<file path="config.mk">
export PLATFORM = sky130hd
export DESIGN_NAME = pipelined_rca_addsub_flat
export DESIGN_NICKNAME = d
export VERILOG_FILES = /design/src/rtl/pipelined_rca_addsub_if.sv /design/src/rtl/pipelined_rca_addsub.sv /design/src/flat_wrapper.sv
export SDC_FILE = /design/constraint.sdc
export NUM_CORES = 1
export LEC_CHECK = 0
export CORE_MARGIN = 10
export CORE_UTILIZATION = 56
export CTS_CLUSTER_DIAMETER = 60
export CTS_CLUSTER_SIZE = 16
export DETAILED_ROUTE_END_ITERATION = 12
export DONT_BUFFER_PORTS = 1
export MAX_ROUTING_LAYER = met4
export PLACE_DENSITY_LB_ADDON = 0.3
export SLEW_MARGIN = 5
export SYNTH_ARGS = -nofsm -noshare
export SYNTH_HDL_FRONTEND = slang
export SYNTH_SLANG_ARGS = --single-unit
</file>
<file path="constraint.sdc">
create_clock -name clk -period 2.9 [get_ports clk]
set_clock_uncertainty 0.2 [all_clocks]
set_input_delay 0.58 -clock clk [delete_from_list [all_inputs] [get_ports clk]]
set_output_delay 0.58 -clock clk [all_outputs]
set_load 0.05 [all_outputs]
</file>
<file path="src/rtl/pipelined_rca_addsub_if.sv">
// ----------------------------------------------------------------------------
// pipelined_rca_addsub_if
//
// Stream bundle for the pipelined ripple-carry adder/subtractor.
//
// Signals
//   a, b       WIDTH  operands
//   cin        1      carry-in (add) / borrow-in (subtract)
//   sub        1      0 = add, 1 = subtract
//   in_valid   1      producer offers an operation
//   in_ready   1      adder accepts an operation this cycle
//   sum        WIDTH  result
//   cout       1      raw carry-out of the MSB (subtract: 1 = no borrow)
//   ovf        1      signed two's-complement overflow
//   out_valid  1      sum/cout/ovf are valid
//   out_ready  1      consumer takes the result
//
// Modports
//   master  producer/consumer side (drives operands and out_ready)
//   slave   adder side
// ----------------------------------------------------------------------------
interface pipelined_rca_addsub_if #(
    parameter int WIDTH = 16
);
    logic [WIDTH-1:0] a;
    logic [WIDTH-1:0] b;
    logic             cin;
    logic             sub;
    logic             in_valid;
    logic             in_ready;
    logic [WIDTH-1:0] sum;
    logic             cout;
    logic             ovf;
    logic             out_valid;
    logic             out_ready;

    modport master (
        output a, b, cin, sub, in_valid, out_ready,
        input  in_ready, sum, cout, ovf, out_valid
    );

    modport slave (
        input  a, b, cin, sub, in_valid, out_ready,
        output in_ready, sum, cout, ovf, out_valid
    );
endinterface

</file>
<file path="src/rtl/pipelined_rca_addsub.sv">
// ----------------------------------------------------------------------------
// pipelined_rca_addsub
//
// Parametrised pipelined ripple-carry adder/subtractor. The WIDTH-bit
// operation is cut into STAGES slices of SW = WIDTH/STAGES bits; stage k
// ripples slice k and registers the slice carry for stage k+1. Operands,
// partially built sum and mode travel down the pipe alongside the carry.
// Latency is STAGES cycles, throughput one operation per cycle, and a single
// global stall (out_valid & ~out_ready) freezes every stage.
//
// Parameters
//   WIDTH   operand/result width (>= 2)
//   STAGES  pipeline depth, must divide WIDTH
//
// Ports
//   clk   rising-edge clock
//   rst   synchronous, active-high reset; discards everything in flight
//   bus   slave side of pipelined_rca_addsub_if (operands, result, handshake)
// ----------------------------------------------------------------------------
module pipelined_rca_addsub #(
    parameter int WIDTH  = 16,
    parameter int STAGES = 4
) (
    input  logic                  clk,
    input  logic                  rst,
    pipelined_rca_addsub_if.slave bus
);
    localparam int SW = WIDTH / STAGES;

    // One pipeline entry. b is stored already inverted for subtract, so the
    // downstream stages never need to know the mode. cm is the carry into the
    // top bit of the slice just processed; only the last stage's copy matters
    // (it is the carry into the MSB used for the overflow flag).
    typedef struct packed {
        logic             v;
        logic [WIDTH-1:0] a;
        logic [WIDTH-1:0] b;
        logic [WIDTH-1:0] s;
        logic             c;
        logic             cm;
    } stage_t;

    logic   stall;
    stage_t in_st;

    // Subtract is a + ~b + ~cin: invert b and the incoming carry at capture.
    always_comb begin
        in_st.v  = bus.in_valid;
        in_st.a  = bus.a;
        in_st.b  = bus.sub ? ~bus.b : bus.b;
        in_st.s  = '0;
        in_st.c  = bus.sub ? ~bus.cin : bus.cin;
        in_st.cm = 1'b0;
    end

    for (genvar k = 0; k < STAGES; k++) begin : g_stage
        stage_t src;
        stage_t nxt;
        stage_t q;

        if (k == 0) begin : g_first
            assign src = in_st;
        end else begin : g_next
            assign src = g_stage[k-1].q;
        end

        // Full-adder ripple across bits [k*SW +: SW]; everything else passes.
        always_comb begin
            logic c;
            // NOTE: every variable is assigned before any conditional path so
            // no latch can be inferred in this combinational block.
            nxt = src;
            c   = src.c;
            for (int i = 0; i < SW; i++) begin
                nxt.cm           = c;
                nxt.s[k*SW + i]  = src.a[k*SW + i] ^ src.b[k*SW + i] ^ c;
                c                = (src.a[k*SW + i] & src.b[k*SW + i])
                                 | (c & (src.a[k*SW + i] ^ src.b[k*SW + i]));
            end
            nxt.c = c;
        end

        // NOTE: state registers use non-blocking assignments so every stage
        // samples its neighbour's pre-edge value.
        always_ff @(posedge clk) begin
            if (rst) begin
                // NOTE: data fields are reset too, not just the valid bit,
                // because the output stage must read all zeros during reset.
                q <= '0;
            end else if (!stall) begin
                q <= nxt;
            end
        end
    end

    assign stall         = g_stage[STAGES-1].q.v & ~bus.out_ready;
    assign bus.in_ready  = ~stall;

    assign bus.out_valid = g_stage[STAGES-1].q.v;
    assign bus.sum       = g_stage[STAGES-1].q.s;
    assign bus.cout      = g_stage[STAGES-1].q.c;
    assign bus.ovf       = g_stage[STAGES-1].q.cm ^ g_stage[STAGES-1].q.c;
endmodule

</file>
<file path="src/flat_wrapper.sv">
// flat-port wrapper written by rule: the top's interface ports become plain ports
module pipelined_rca_addsub_flat 
#(
    parameter int WIDTH  = 16,
    parameter int STAGES = 4
)
  (clk, rst, bus_a, bus_b, bus_cin, bus_sub, bus_in_valid, bus_out_ready, bus_in_ready, bus_sum, bus_cout, bus_ovf, bus_out_valid);
  pipelined_rca_addsub_if #(.WIDTH(WIDTH)) bus_i ();
  input  logic clk;
  input  logic rst;
  input wire logic [$bits(bus_i.a)-1:0] bus_a;
  input wire logic [$bits(bus_i.b)-1:0] bus_b;
  input wire logic [$bits(bus_i.cin)-1:0] bus_cin;
  input wire logic [$bits(bus_i.sub)-1:0] bus_sub;
  input wire logic [$bits(bus_i.in_valid)-1:0] bus_in_valid;
  input wire logic [$bits(bus_i.out_ready)-1:0] bus_out_ready;
  output wire logic [$bits(bus_i.in_ready)-1:0] bus_in_ready;
  output wire logic [$bits(bus_i.sum)-1:0] bus_sum;
  output wire logic [$bits(bus_i.cout)-1:0] bus_cout;
  output wire logic [$bits(bus_i.ovf)-1:0] bus_ovf;
  output wire logic [$bits(bus_i.out_valid)-1:0] bus_out_valid;
  assign bus_i.a = bus_a;
  assign bus_i.b = bus_b;
  assign bus_i.cin = bus_cin;
  assign bus_i.sub = bus_sub;
  assign bus_i.in_valid = bus_in_valid;
  assign bus_i.out_ready = bus_out_ready;
  assign bus_in_ready = bus_i.in_ready;
  assign bus_sum = bus_i.sum;
  assign bus_cout = bus_i.cout;
  assign bus_ovf = bus_i.ovf;
  assign bus_out_valid = bus_i.out_valid;
  pipelined_rca_addsub #(.WIDTH(WIDTH), .STAGES(STAGES)) u_core (.clk(clk), .rst(rst), .bus(bus_i));
endmodule
</file>
==> results.ini, run 1 <==
[timing]
tns_ns=0
setup_violations=0
max_slew_margin_pct=48.9
finalCritPeriodShare_pct=86.9
min_period_ns=2.52
slew_violations=0
tightest_slew_ns=0.766
hold_viol=0
rsz0062_at_grt=false
fmax_mhz=397

[critical_path]
critPathKind=register to register
slowest_delay_ns=0.47
slowest_stage=fa_1
r2r-start=u_core.g_stage[2].q[1]$_SDFFE_PP0N_
start_kind=register
arrival_ns=2.57
regToRegSetupSlack_ns=0.38
cp.required_ns=2.95
end_kind=register
reg2regPathDepth=10
path_max_fanout=2
worstReg2RegEnd=u_core.bus.sum[15]$_SDFFE_PP0N_
worstPathCellList=inv_1 -> fa_1 -> inv_1 -> fa_1 -> inv_1 -> fa_1 -> inv_1 -> fa_1 -> nand2_1 -> a21oi_1

[synth]
yosysSeqAreaShare_pct=47.1
avgSynthCellArea_um2=8.67
synth_fp_nets=530
yosys_warnings=0
ys_types=16
netlist_area_um2=4130
synth-seq-cells=97
netlist_instances=476

[clock_tree]
cts_max_path_buffers=2
ctsRootBufferMaster=clkbuf_8
htreeDepth=3
cts_tree=done
clock_latency_ns=0.35
post-cts-setup-buffers=0
clkSinkCount=97
path_clk_slew_ns=0.09
cts_resized=0
cts_made_buffers=9
cts_hold_buf=0

[pwr]
internal_power_mw=2.00
vdd_drop_max_v=0.000410
switching_share_pct=23.6
clock_power_share_pct=35.0
p_leak_nw=1.60
power_frac_comb_pct=7.7
power_switching_mw=0.619
power_frac_seq_pct=57.2
powerDensity_nw_per_um2=626

[routing]
wl_met3_um=440
via_per_inst=4.98
vias=2721
routedWlPerCell_um=13.5
totalWireLength_um=7340
drtIter0Drc=138
wl_met2_um=3170
ant_nets=0
top_layer=met4
drt-pass1-iter-count=4
wirelength_met1_um=3660
drt_drc_violations_left=0

[grt]
grt_usage_pct=13.5
grt_max_degree=98
antenna_found_initial=0
grt_pass1_vias=2505
grt_pass1_wl_um=12300
grt_overflow=0

[run]
cap_violations=0

[min_path]
min_to=u_core.g_stage[0].q[24]$_SDFFE_PP0N_
hold_path.class=input port to register
whs_path_depth=1
holdCritStartpoint=rst

[die]
fp-row-count=31
die_h_um=106
dieArea_um2=11200
core_area_um2=7210
die_w_um=106
ios=58
initial_utilization_pct=57.2

[layout]
utilization_pct=58.1
num-fill-cells=659
fin_nets=496
area_growth_pct=1.61
drive_above_1_share_pct=9.17
diodes=0
final_area_um2=4190

[placement]
io_buffer_count=0
gp_congestion=0.722
placedInstanceArea_um2=3980
hpwl_um=4890

[run_status]
run_status=finished clean

## flip-flops by register name (all words and copies together), names as in the netlist
name,flops
u_core.g_stage.q,79
u_core.bus.sum,16
u_core.bus.cout,1
u_core.bus.out_valid,1
## cells in the mapped netlist
cell      count  area share, %
a211oi_1      4           0.73
a211oi_2     19            5.8
a21oi_1      73            8.9
buf_2        14            1.7
buf_4        21            3.8
buf_6         5            1.4
clkbuf_1     10           0.91
dfxtp_1      97             47
fa_1         16            7.8
inv_1        26            2.4
inv_4         1           0.15
nand2_1     146             13
nor2_1       25            2.3
nor2b_1       1           0.15
xnor2_1      12            2.5
xor2_1        6            1.3
## cell families after synthesis
group,share of synthesized area [%]
compound gates,15.3
fa+ha+maj,7.76
xor+xnor,3.82
buf+inv,10.3
flops,47.1
simple gates,15.7
## routing by layer
| layer | GRT usage [%] | vias to the layer above |
|---|---|---|
| met5 | - | - |
| met4 | 4.06 | 0 |
| met3 | 4.38 | 9 |
| met2 | 18.7 | 64 |
| met1 | 18.4 | 1232 |
| li1 | - | 1416 |
## area by class of cell
cell class                      instances  area (um2)  area share (%)
Clock inverter                          5        80.1            1.91
Timing Repair Buffer                    5        37.5           0.895
Inverter                               27         104            2.48
Multi-Input combinational cell        302        1770            42.3
Sequential cell                        97        1940            46.3
Tap cell                               99         124            2.95
Clock buffer                           11         131            3.13
## stage by stage
step	hold slack [ns]	cells	total power [mW]	worst slack, ns
3_5_place_dp	0.239	530	1.74	0.192
3_3_place_gp	0.232	530	1.73	0.278
4_1_cts	0.0738	546	2.65	0.348
6_report	0.0897	546	2.62	0.381
2_1_floorplan	0.232	476	1.73	0.0314
5_1_grt	0.0621	546	2.74	0.208
## worst max path at each step
| stage | endpoint | start |
|---|---|---|
| floorplan | u_core.g_stage[0].q[5]$_SDFFE_PP0N_ | bus_sub |
| global placement | u_core.g_stage[0].q[5]$_SDFFE_PP0N_ | bus_sub |
| CTS | u_core.bus.sum[15]$_SDFFE_PP0N_ | u_core.g_stage[2].q[1]$_SDFFE_PP0N_ |
| finish | u_core.bus.sum[15]$_SDFFE_PP0N_ | u_core.g_stage[2].q[1]$_SDFFE_PP0N_ |
| global route | u_core.bus.sum[15]$_SDFFE_PP0N_ | u_core.g_stage[2].q[1]$_SDFFE_PP0N_ |
| detailed placement | u_core.g_stage[0].q[5]$_SDFFE_PP0N_ | bus_sub |
## power groups by stage
stage	sequential, mW	combinational (mW)	clock (mW)
finish	1.50	0.203	0.919
global placement	1.53	0.197	0
detailed placement	1.53	0.203	0
global route	1.51	0.235	0.994
floorplan	1.49	0.244	0
CTS	1.50	0.206	0.942
## critical path: cells and delay by family, from the launching register on
family	cells	cell delay [ns]
adders and majority gates	4	1.41
and+or+nand+nor	1	0.07
buffers and inverters	4	0.29
AOI/OAI and AO/OA	1	0.07
DFF	1	0.35
## cells in the final DEF, fill, tap and decap left out, types with 2 or more instances in the layout
cell type and count:
xnor2_1 12, fa_1 16, clkinvlp_4 2, nand2_1 146, clkbuf_1 2, buf_4 5, a211oi_2 19, a21oi_1 73
dfxtp_1 97, bufinv_16 2, nor2_1 25, inv_1 26, clkbuf_8 9, a211oi_1 4, xor2_1 5
Power figures use the tool's default switching activity.
==> run 2, diff against run 1 <==
Settings changed: CORE_UTILIZATION 56 to 54, DONT_BUFFER_PORTS 1 to unset, MAX_ROUTING_LAYER met4 to unset.
Clock period 2.9 ns to 2.7 ns, I/O delays scaled along.
==> run 2 against run 1 <==
Setup slack worse by 0.27 ns. Cell count rose by 11%. Critical path depth unchanged. Sequential power rose by 5%. Global-route usage rose by 0.16 points. Clock power rose by 8.5%.
==> results.ini, run 2 (synthesized netlist as in run 1, its figures left out) <==
[clock_tree]
cts_tree=done
clkSinkCount=97
htreeDepth=3
ctsRootBufferMaster=clkbuf_8
path_clk_slew_ns=0.09
cts_max_path_buffers=2
cts_made_buffers=9
clock_latency_ns=0.36

[grt]
grt_max_degree=79
grt_overflow=0
grt_pass1_vias=2815
antenna_found_initial=0
grt_pass1_wl_um=13100
grt_usage_pct=13.7

[routing]
totalWireLength_um=7710
drt-pass1-iter-count=4
routedWlPerCell_um=12.8
vias=2928
drtIter0Drc=122
via_per_inst=4.84
ant_nets=0
drt_drc_violations_left=0

[min_path]
holdCritStartpoint=u_core.bus.sum[7]$_SDFFE_PP0N_
hold_path.class=register to register
whs_path_depth=2
min_to=u_core.bus.sum[7]$_SDFFE_PP0N_

[critical_path]
slowest_stage=fa_1
worstPathCellList=dlygate4sd2_1 -> xor2_2 -> fa_2 -> inv_1 -> fa_2 -> fa_2 -> inv_2 -> fa_1 -> nand2_1 -> a21oi_1
worstReg2RegEnd=u_core.bus.sum[15]$_SDFFE_PP0N_
critPathKind=input port to register
path_max_fanout=3
arrival_ns=2.62
path_buf_inv=3
cp_top_family=adder cells
start_kind=input port
regToRegSetupSlack_ns=0.16
reg2regPathDepth=10
crit_top_cell=fa_2
end_kind=register
r2r-start=u_core.g_stage[2].q[1]$_SDFFE_PP0N_
cp.required_ns=2.73
slowest_delay_ns=0.40

[die]
ios=58
dieArea_um2=11500
die_w_um=107
fp-row-count=31
core_area_um2=7330
initial_utilization_pct=56.3
die_h_um=107

[layout]
largest_register=u_core.g_stage.q
final_cells=605
largest_reg_flops=79
diodes=0
layout_commonest_cell=nand2_1
utilization_pct=65.9
area_growth_pct=17.0
fin_nets=555
final_cell_mix=nand2_1, dfxtp_1, a21oi_1
drive_above_1_share_pct=10.1

[timing]
setup_violations=0
min_period_ns=2.59
hold_viol=0
max_slew_margin_pct=66.3
slew_violations=0
rsz0062_at_grt=false
tightest_slew_ns=0.504
finalCritPeriodShare_pct=96.0
fmax_mhz=386

[placement]
io_buffer_count=57
hpwl_um=5240
gp_congestion=0.780
place_inst=589

[run_status]
run_status=finished clean

[pwr]
powerDensity_nw_per_um2=609
p_leak_nw=1.85
vdd_drop_max_v=0.000316

[run]
cap_violations=0

[run 2: cell count changes in the layout (fill, tap and decap cells not counted), moves of 2 or more]
cell,change
buf_12,+3
clkdlybuf4s50_1,+52
clkinv_2,+2
dlygate4sd2_1,+2
fa_1,-3
fa_2,+3
[run 2: worst max path at each step]
stage	to	depth (start not counted)	slack [ns]	startpoint
2_1_floorplan	u_core.g_stage[0].q[5]$_SDFFE_PP0N_	11	-0.05	bus_sub
3_3_place_gp	u_core.g_stage[0].q[5]$_SDFFE_PP0N_	9	-0.49	bus_sub
3_5_place_dp	u_core.g_stage[0].q[5]$_SDFFE_PP0N_	9	-0.54	bus_sub
4_1_cts	u_core.g_stage[0].q[5]$_SDFFE_PP0N_	10	0.02	bus_cin
5_1_grt	u_core.g_stage[0].q[5]$_SDFFE_PP0N_	10	0.02	bus_sub
6_report	u_core.g_stage[0].q[5]$_SDFFE_PP0N_	10	0.11	bus_sub
[run 2: timing repair]
item | CTS | global route
endpoints found under the setup margin | 1 | 1
pin swaps | 3 | 1
endpoints found under the hold margin | 0 | 0
hold buffers | 0 | 0
buffers inserted | 0 | 0
resized for setup | 3 | 1
[run 2: layer usage]
layer / wire length [um] / global-route usage [%] / up-vias
li1: - / - / 1529
met1: 3810 / 18.1 / 1322
met2: 3390 / 20.6 / 66
met3: 382 / 3.41 / 11
met4: 131 / 6.30 / 0
met5: 0 / 0 / -
[run 2: layout make-up]
class,instances,area (um2)
inverters,27,104
repair buffers,64,659
multi-input cells,302,1790
flip-flops and latches,97,1940
clock buffers,10,128
clock inverters,6,82.6
fillers,593,2500
well taps,99,124
[run 2: where the power goes]
group | leakage [nW] | internal, mW | switching, mW | total [mW]
Combinational | 0.946 | 0.174 | 0.197 | 0.371
Sequential | 0.797 | 1.52 | 0.0488 | 1.57
Clock | 0.106 | 0.517 | 0.479 | 0.997
[run 2: metrics by stage]
stage	total power [mW]	cell area [um2]	TNS (ns)	worst slack [ns]	hold slack, ns
4_1_cts	2.96	4830	0	0.0170	0.257
6_report	2.94	4830	0	0.109	0.252
3_5_place_dp	1.98	4610	-1.02	-0.536	0.245
2_1_floorplan	1.86	4170	-0.0483	-0.0483	0.232
3_3_place_gp	1.97	4610	-0.878	-0.488	0.239
5_1_grt	3.07	4830	0	0.0206	0.267
[run 2: worst reg2reg max path: stages, from the launching register on]
cell and delay, ns:
dfxtp_1 0.34, inv_1 0.06, fa_1 0.40, inv_1 0.09, fa_1 0.17, inv_1 0.05, fa_1 0.48, inv_1 0.11
fa_1 0.38, nand2_1 0.07, a21oi_1 0.06
==> run 3, diff against run 2 <==
Settings changed: CORE_UTILIZATION 54 to 46.
==> run 3 against run 2 <==
Utilization shrank 10 points. Critical endpoint unchanged. Setup slack lost 0.026 ns. Die area grew 14%. Non-clock buffer count grew 4. Hold slack is essentially flat. First-iteration DRC count grew 19%. Register-to-register slack gained 0.06 ns. Global-route usage shrank 1.6 points. Critical path type unchanged. Critical path depth is the same. Count of clock-buffer cells in the layout is the same.
==> results.ini, run 3 (synthesized netlist as in run 1, its figures left out) <==
[grt]
grt_overflow=0
grt_usage_pct=12.1
grt_max_degree=71
grt_pass1_wl_um=13200
antenna_found_initial=0
grt_pass1_vias=2878

[placement]
hpwl_um=5320
gp_congestion=0.756
place_inst=602
placedInstanceArea_um2=4640
io_buffer_count=57

[clock_tree]
cts_tree=done
post-cts-setup-buffers=0
cts_hold_buf=0
clkSinkCount=97
path_clk_slew_ns=0.09
cts_max_path_buffers=2
htreeDepth=3
clock_latency_ns=0.37
cts_made_buffers=9
ctsRootBufferMaster=clkbuf_8

[min_path]
whs_path_depth=2
min_to=u_core.bus.sum[4]$_SDFFE_PP0N_
hold_path.class=register to register
holdCritStartpoint=u_core.bus.sum[4]$_SDFFE_PP0N_

[timing]
tightest_slew_ns=0.579
min_period_ns=2.62
rsz0062_at_grt=false
slew_violations=0
max_slew_margin_pct=61.4
fmax_mhz=382
finalCritPeriodShare_pct=96.9
setup_violations=0
hold_viol=0
timing.hold.ws_ns=0.252

[layout]
utilization_pct=55.7
area_growth_pct=17.8
final_cells=618
layout_commonest_cell=nand2_1
final_area_um2=4860
num-fill-cells=817
drive_above_1_share_pct=11.2
largest_register=u_core.g_stage.q
largest_reg_flops=79
diodes=0
final_cell_mix=nand2_1, dfxtp_1, a21oi_1
fin_nets=559

[critical_path]
worstPathCellList=dlygate4sd2_1 -> xor2_2 -> fa_2 -> inv_1 -> fa_2 -> fa_2 -> inv_2 -> fa_1 -> nand2_1 -> a21oi_1
cp_top_family=adder cells
end_kind=register
start_kind=input port
regToRegSetupSlack_ns=0.22
path_buf_inv=3
crit_top_cell=fa_2
critPathKind=input port to register
r2r-start=u_core.g_stage[2].q[1]$_SDFFE_PP0N_
reg2regPathDepth=10
worstReg2RegEnd=u_core.bus.sum[15]$_SDFFE_PP0N_
slowest_stage=fa_1
slowest_delay_ns=0.39
cp.required_ns=2.72
path_max_fanout=4
arrival_ns=2.64

[pwr]
internal_power_mw=2.16
p_leak_nw=1.87
power_frac_seq_pct=53.9
clock_power_share_pct=33.4
power_frac_comb_pct=12.7
vdd_drop_max_v=0.000257
power_switching_mw=0.754
powerDensity_nw_per_um2=600
p_total_mw=2.92
switching_share_pct=25.8

[routing]
routedWlPerCell_um=12.4
drtIter0Drc=145
drt_drc_violations_left=0
totalWireLength_um=7680
drt-pass1-iter-count=4
vias=2925
via_per_inst=4.73
ant_nets=0

[die]
dieArea_um2=13200
die_h_um=115
initial_utilization_pct=47.3
fp-row-count=34
ios=58
core_area_um2=8720
die_w_um=115

[run]
cap_violations=0

[run_status]
run_status=finished clean

[run 3: per-layer routing]
metal  routed length, um  global-route usage, %
met5                   0                      0
met4                 173                   6.44
met3                 352                   3.30
met2                3220                   17.9
met1                3940                   15.9
[run 3: repair_timing]
action	in CTS	in global routing
pin swaps	1	1
endpoints found under the setup margin	1	2
gates resized for setup	3	2
cloned	0	0
[run 3: power groups by stage]
stage	clock [mW]	sequential (mW)	combinational, mW
2_1_floorplan	0	1.60	0.269
5_1_grt	1.06	1.59	0.412
4_1_cts	1.00	1.57	0.376
6_report	0.974	1.57	0.370
3_5_place_dp	0	1.61	0.373
3_3_place_gp	0	1.61	0.364
[run 3: layout make-up]
class / count / area [um2] / area share (%)
multi-input cells: 302 / 1790 / 36.9
clock buffers: 10 / 138 / 2.83
well taps: 108 / 135 / 2.78
flip-flops and latches: 97 / 1940 / 40.0
repair buffers: 68 / 677 / 13.9
clock inverters: 6 / 72.6 / 1.49
inverters: 27 / 104 / 2.14
[run 3: worst min-delay path, delay by kind of cell, from the launching register on]
kind / cells / cell delay [ns]
AO/OA/AOI/OAI: 1 / 0.05
AND/OR/NAND/NOR: 1 / 0.05
flip-flops: 1 / 0.32
[run 3: through the flow]
stage / setup WS (ns) / TNS [ns]
after floorplan: -0.0483 / -0.0483
after global placement: -0.515 / -0.963
after detailed placement: -0.567 / -1.16
after CTS: 0.0111 / 0
after global routing: 0.0167 / 0
final: 0.0832 / 0
[run 3: worst max path at each step]
stage	start	end	slack (ns)	cells past startpoint
global placement	bus_sub	u_core.g_stage[0].q[5]$_SDFFE_PP0N_	-0.51	9
floorplan	bus_sub	u_core.g_stage[0].q[5]$_SDFFE_PP0N_	-0.05	11
global route	bus_sub	u_core.g_stage[0].q[5]$_SDFFE_PP0N_	0.02	10
CTS	bus_b[0]	u_core.g_stage[0].q[5]$_SDFFE_PP0N_	0.01	10
detailed placement	bus_sub	u_core.g_stage[0].q[5]$_SDFFE_PP0N_	-0.57	9
finish	bus_sub	u_core.g_stage[0].q[5]$_SDFFE_PP0N_	0.08	10
